**config.mk**
```make
export PLATFORM = sky130hd
export DESIGN_NAME = led_bar_meter
export DESIGN_NICKNAME = d
export VERILOG_FILES = /design/src/rtl/led_bar_meter.sv
export SDC_FILE = /design/constraint.sdc
export NUM_CORES = 1
export LEC_CHECK = 0
export ABC_AREA = 0
export BUFFER_PORTS_ARGS = -buffer_cell sky130_fd_sc_hd__buf_2
export CORE_MARGIN = 8
export CORE_UTILIZATION = 50
export CTS_BUF_LIST = sky130_fd_sc_hd__clkbuf_4
export DETAILED_ROUTE_END_ITERATION = 6
export PLACE_DENSITY = 0.68
export REMOVE_ABC_BUFFERS = 1
export SYNTH_ARGS = -nofsm -noshare
export SYNTH_HDL_FRONTEND = slang
export SYNTH_SLANG_ARGS = --single-unit
export TNS_END_PERCENT = 1
```
**constraint.sdc**
```tcl
create_clock -name clk -period 7.15 [get_ports clk]
set_input_delay 0.3575 -clock clk [delete_from_list [all_inputs] [get_ports clk]]
set_output_delay 0.3575 -clock clk [all_outputs]
set_load 0.01 [all_outputs]
```
**src/rtl/led_bar_meter.sv**
```systemverilog
// LED bar-graph meter: sample -> bar level with periodic tick, fall hysteresis and one-segment fall per tick.
// Optional peak-hold marker under LED_BAR_PEAK_EN. Level/led follow the tick edge. No backpressure: data_vld is always accepted.
module led_bar_meter #(
  parameter int DATA_W     = 10,
  parameter int LED_NUM    = 4,
  parameter int UPD_CYCLES = 50000,
  parameter int HYST       = 8,
  parameter int HOLD_TICKS = 500
) (
  input  logic                             clk,
  input  logic                             rst,
  input  logic                             data_vld,
  input  logic [DATA_W-1:0]                data,
  output logic [LED_NUM-1:0]               led,
  output logic [$clog2(LED_NUM+1)-1:0]     level,
  output logic                             tick
);

  localparam int LVL_W  = $clog2(LED_NUM + 1);
  localparam int CNT_W  = (UPD_CYCLES > 1) ? $clog2(UPD_CYCLES) : 1;
  localparam int HYST_W = (HYST > 0) ? $clog2(HYST + 1) : 1;
  localparam int SUM_W  = ((HYST_W > DATA_W) ? HYST_W : DATA_W) + 1;
  localparam int PROD_W = SUM_W + LVL_W;
  localparam logic [CNT_W-1:0] CNT_LAST = CNT_W'(UPD_CYCLES - 1);

  if (LED_NUM < 2 || LED_NUM > 16 || UPD_CYCLES < 1 || HYST < 0 || HOLD_TICKS < 0) begin : g_bad_param
    $error("led_bar_meter: parameter out of range");
  end

  logic [DATA_W-1:0]  sample;
  logic [CNT_W-1:0]   cnt;
  logic [SUM_W-1:0]   sum_dn;
  logic [PROD_W-1:0]  prod_up;
  logic [PROD_W-1:0]  prod_dn;
  logic [LVL_W-1:0]   t_up;
  logic [LVL_W-1:0]   t_dn;
  logic [LVL_W-1:0]   level_nx;
  logic [LED_NUM-1:0] bar;

  // 1 + (prod >> DATA_W), saturated at LED_NUM
  function automatic logic [LVL_W-1:0] seg_target(input logic [PROD_W-1:0] prod);
    logic [PROD_W-1:0] q;
    q = prod >> DATA_W;
    if (q >= PROD_W'(LED_NUM))
      return LVL_W'(LED_NUM);
    return LVL_W'(q) + LVL_W'(1);
  endfunction

  always_ff @(posedge clk or posedge rst) begin
    if (rst) begin
      sample <= '0;
      cnt    <= '0;
      level  <= '0;
    end else begin
      if (data_vld)
        sample <= data;
      if (cnt == CNT_LAST)
        cnt <= '0;
      else
        cnt <= cnt + CNT_W'(1);
      level <= level_nx;
    end
  end

  // Gated so that a held reset never shows a tick, even with UPD_CYCLES=1
  assign tick = ~rst & (cnt == CNT_LAST);

  always_comb begin
    sum_dn  = SUM_W'(sample) + SUM_W'(HYST);
    prod_up = PROD_W'(sample) * PROD_W'(LED_NUM);
    prod_dn = PROD_W'(sum_dn) * PROD_W'(LED_NUM);
    t_up    = seg_target(prod_up);
    t_dn    = seg_target(prod_dn);
  end

  always_comb begin
    level_nx = level;
    if (tick) begin
      if (t_up > level)
        level_nx = t_up;
      else if (t_dn < level)
        level_nx = level - LVL_W'(1);
    end
  end

  always_comb begin
    bar = '0;
    for (int i = 0; i < LED_NUM; i++)
      bar[i] = (i < int'(level));
  end

`ifdef LED_BAR_PEAK_EN
  localparam int HOLD_W = (HOLD_TICKS > 0) ? $clog2(HOLD_TICKS + 1) : 1;

  logic [LVL_W-1:0]   peak;
  logic [LVL_W-1:0]   peak_dec;
  logic [HOLD_W-1:0]  hold_cnt;
  logic [LED_NUM-1:0] peak_bit;

  assign peak_dec = peak - LVL_W'(1);

  always_ff @(posedge clk or posedge rst) begin
    if (rst) begin
      peak     <= '0;
      hold_cnt <= '0;
    end else if (tick) begin
      if (level_nx >= peak) begin
        peak     <= level_nx;
        hold_cnt <= HOLD_W'(HOLD_TICKS);
      end else if (hold_cnt != '0) begin
        hold_cnt <= hold_cnt - HOLD_W'(1);
      end else if (peak_dec < level_nx) begin
        peak <= level_nx;
      end else begin
        peak <= peak_dec;
      end
    end
  end

  always_comb begin
    peak_bit = '0;
    for (int i = 0; i < LED_NUM; i++)
      peak_bit[i] = (peak != '0) && (int'(peak) == i + 1);
  end

  assign led = bar | peak_bit;
`else
  assign led = bar;
`endif

endmodule

```
==> results by group <==
Clock tree
  • CTS tree: built
  • Clock transition at the registers of the reported paths: roughly 0.14 ns
  • Sinks on Clock Net: 26
  • Post-CTS Repair Setup Buffers: 0
  • Cts bufs inserted: 3
  • Post-CTS Resized: 0
  • H-Tree Depth: 1
  • Clock latency on the worst-skew pair: around 0.32 ns
  • Hold-fix buffers at CTS: 0
  • Root buffer selected by CTS: sky130_fd_sc_hd__clkbuf_4
  • Number of buffers on the longest clock path: 2

Synthesis
  • Post-synth design cell area: ~1500 um2
  • Most area-consuming cells after synthesis: sky130_fd_sc_hd__dfrtp_1 (43%), sky130_fd_sc_hd__ha_1 (8.3%), sky130_fd_sc_hd__mux2_2 (5.3%)
  • Cell count after synthesis: 140
  • Synth top area share: between 40% and 50%
  • Share of synthesized flip-flops with an asynchronous set or reset: 100%
  • Post-synthesis sequential element count: 26
  • Warnings, synthesis: 0
  • Top_reg_cell synth: sky130_fd_sc_hd__dfrtp_1
  • Post-synthesis cell type with the largest combined area: sky130_fd_sc_hd__dfrtp_1
  • Syn Area/Cell: roughly 11 um2
  • Distinct cell type count of the synthesized netlist: between 40 and 50
  • Number of flops mapped to enable cells by yosys: 0
  • Share of the yosys chip area belonging to registers: 43.4%

Critical path
  • Buf+Inv Stages, Crit Path: 0
  • Largest delay share family, worst path: compound AO/OA/AOI/OAI gates
  • Crit path capture type: flop
  • Crit path largest cell delay: around 0.37 ns
  • Type of origin of the critical path: flop
  • Worst R2R Setup Slack: between 4 and 5 ns
  • Critical R2R Launch: sample[5]$_DFFE_PP0P_
  • Capturing element of the worst setup path: level[1]$_DFFE_PP0P_
  • Most common cell type on the critical path: sky130_fd_sc_hd__ha_1
  • Worst flop-to-flop path endpoint: level[1]$_DFFE_PP0P_
  • Count of cell instances traversed by the critical path: 12
  • Data required, critical path: around 7.4 ns
  • Cell count of the worst reg-to-reg path: 12
  • Arrival time worst endpoint: 3.11 ns
  • Crit path max fanout: 5
  • Critical path launch point: sample[5]$_DFFE_PP0P_
  • Ordered list of cells on the worst path: and3_1, and2_1, nand2_1, xnor2_1, ha_1, a21boi_0, ha_1, or3b_1, a41o_1, o22ai_2, o2111a_1, o211a_1
  • CP Class: reg2reg
  • Library cell contributing the largest single delay on the critical path: sky130_fd_sc_hd__dfrtp_1

Placed design
  • Quantity of I/O buffers inserted on ports: 17
  • Routability cong.: 0.765
  • Final HPWL DP: approximately 2200 um
  • Placed standard-cell area: 1610 um2

Die
  • Placeable core area: 2950 um2
  • Starting utilization of the core area: around half
  • Die area: roughly 5000 um2
  • Number of top-level pins: 21
  • Die extent in x: approximately 71 um
  • Num rows: 20
  • Height of the die: around 70 um

Global routing
  • First-pass GRT wire length: between 4000 and 5000 um
  • Number of global-route vias before repair: around 1100
  • Gr usage total: a little under an eighth
  • Pin count of the biggest net entering global routing: 30
  • Leftover overflow at the end of global routing: 0
  • Number of antenna violations at the first check in global routing: 0

Layout
  • Non-Filler Cell Area, Final: around 1700 um2
  • # fillers: approximately 270
  • Post-synthesis to final-layout area growth: 10.8%
  • Area taken by flip-flops and latches: roughly 650 um2
  • Leading cell types in the layout, fill and taps excluded: sky130_fd_sc_hd__dfrtp_1 (26), sky130_fd_sc_hd__buf_2 (17), sky130_fd_sc_hd__nor2_1 (12), sky130_fd_sc_hd__ha_1 (10), sky130_fd_sc_hd__xnor2_1 (9)
  • Final cell utilization of the core: between 50% and 60%
  • Final-stage net count: 182
  • Most common library cell in the layout ignoring fill and taps: sky130_fd_sc_hd__dfrtp_1
  • Diodes inserted: 0
  • Multi-input logic area: 807 um2
  • Fraction of final layout cells with drive strength greater than 1: around a quarter

Timing
  • Final critical path time including I/O delays and setup: 2.83 ns
  • Worst slew margin: between 30% and 40%
  • Setup repair after global routing missed its margin: false
  • Final-layout setup total negative slack: 0 ns
  • Final setup violation count: 0
  • Slew at the pin closest to its max-slew limit: slightly above 1 ns
  • Fraction of the cycle the final worst path needs: about two fifths
  • Number of hold violations in the final report: 0
  • Maximum clock rate: 353 MHz
  • Final Slew Violations: 0
  • Maximum clock skew at final layout: roughly 0.0019 ns

Detailed routing
  • Average routed wire per standard cell: about 15 um
  • Number of vias per cell after detailed routing: around 5.6
  • Iteration-0 DRC count of the detailed router: 52
  • Total wirelength of the detailed-routed design: between 2000 and 3000 um
  • Total number of vias: 1075
  • Number of remaining DRC errors: 0
  • Post-route antenna net violation count: 0
  • Detailed-routing iteration count for the pre-antenna-repair pass: 4

Power and ir drop
  • Leakage power: just under 0.8 nW
  • Worst voltage drop across the vdd grid: 88.8 uV
  • Power per Cell Area: about 180 nW/um2
  • Final total power: 0.296 mW

Outcome
  • Result of the run: complete, no violations

Run
  • Number of max-cap violations: 0

Worst hold path
  • Hold crit path type: in2reg
## area by class of cell
| class | count | area share [%] |
|---|---|---|
| multi-input cells | 104 | 48.5 |
| flip-flops and latches | 26 | 39.1 |
| repair buffers | 17 | 5.12 |
| well taps | 33 | 2.48 |
| clock inverters | 1 | 1.81 |
| inverters | 7 | 1.58 |
| clock buffers | 3 | 1.35 |
## sequential cells by signal, summed over array words and instances, names as in the netlist
signal  cells
level       3
sample      7
cnt        16
## metrics by stage
step / setup slack [ns] / hold slack (ns) / cells
2_1_floorplan: 4.58 / 0.419 / 137
3_3_place_gp: 4.39 / 0.477 / 187
3_5_place_dp: 4.32 / 0.484 / 187
4_1_cts: 4.28 / 0.243 / 191
5_1_grt: 4.07 / 0.231 / 191
6_report: 4.32 / 0.252 / 191
## worst min path at each step
stage	start	end	slack (ns)	depth (start not counted)
after floorplan	rst	cnt[0]$_DFF_PP0_	0.42	1
after global placement	cnt[0]$_DFF_PP0_	cnt[0]$_DFF_PP0_	0.48	1
after detailed placement	cnt[13]$_DFF_PP0_	cnt[13]$_DFF_PP0_	0.48	1
after CTS	data[8]	sample[8]$_DFFE_PP0P_	0.24	2
after global routing	data[6]	sample[6]$_DFFE_PP0P_	0.23	2
final	data[8]	sample[8]$_DFFE_PP0P_	0.25	2
## metal layers
metal	GRT usage, %	up-vias	wire [um]
met5	0	-	0
met4	5.77	0	61
met3	2.54	6	104
met2	20.2	15	1420
met1	13.7	515	1210
li1	-	539	-
## where the power goes
part / switching (mW) / leakage (nW) / internal (mW) / total (mW)
combinational: 0.0222 / 0.426 / 0.0185 / 0.0406
clock: 0.0442 / 0.0279 / 0.0567 / 0.101
sequential: 0.00329 / 0.333 / 0.151 / 0.154
## worst register-to-register path, delay by kind of cell (launching register included)
family	cells	cell delay, ns
flops	1	0.37
simple gates	4	0.84
compound gates	5	0.96
xor+xnor	1	0.14
fa+ha+maj	2	0.49
## logic make-up after synthesis
logic type | synth area share (%)
compound gates | 9.42
xor+xnor | 9.34
fa+ha+maj | 8.34
buf+inv | 2.84
flops | 43.4
mux | 5.25
simple gates | 21.4
## synthesized netlist by cell type (2+ instances only)
cell and count:
sky130_fd_sc_hd__and4_1 2, sky130_fd_sc_hd__and3_1 2, sky130_fd_sc_hd__xnor2_1 9, sky130_fd_sc_hd__nor2_1 12, sky130_fd_sc_hd__nand2_1 7, sky130_fd_sc_hd__and2_2 2, sky130_fd_sc_hd__and2_1 3, sky130_fd_sc_hd__nor4_1 2
sky130_fd_sc_hd__o21ai_0 2, sky130_fd_sc_hd__nand3_1 7, sky130_fd_sc_hd__a31oi_1 2, sky130_fd_sc_hd__xor2_1 7, sky130_fd_sc_hd__ha_1 10, sky130_fd_sc_hd__o211a_1 2, sky130_fd_sc_hd__dfrtp_1 26, sky130_fd_sc_hd__nand4_1 6
sky130_fd_sc_hd__mux2_2 7, sky130_fd_sc_hd__and3_2 2, sky130_fd_sc_hd__inv_1 7
Power figures use the tool's default switching activity.
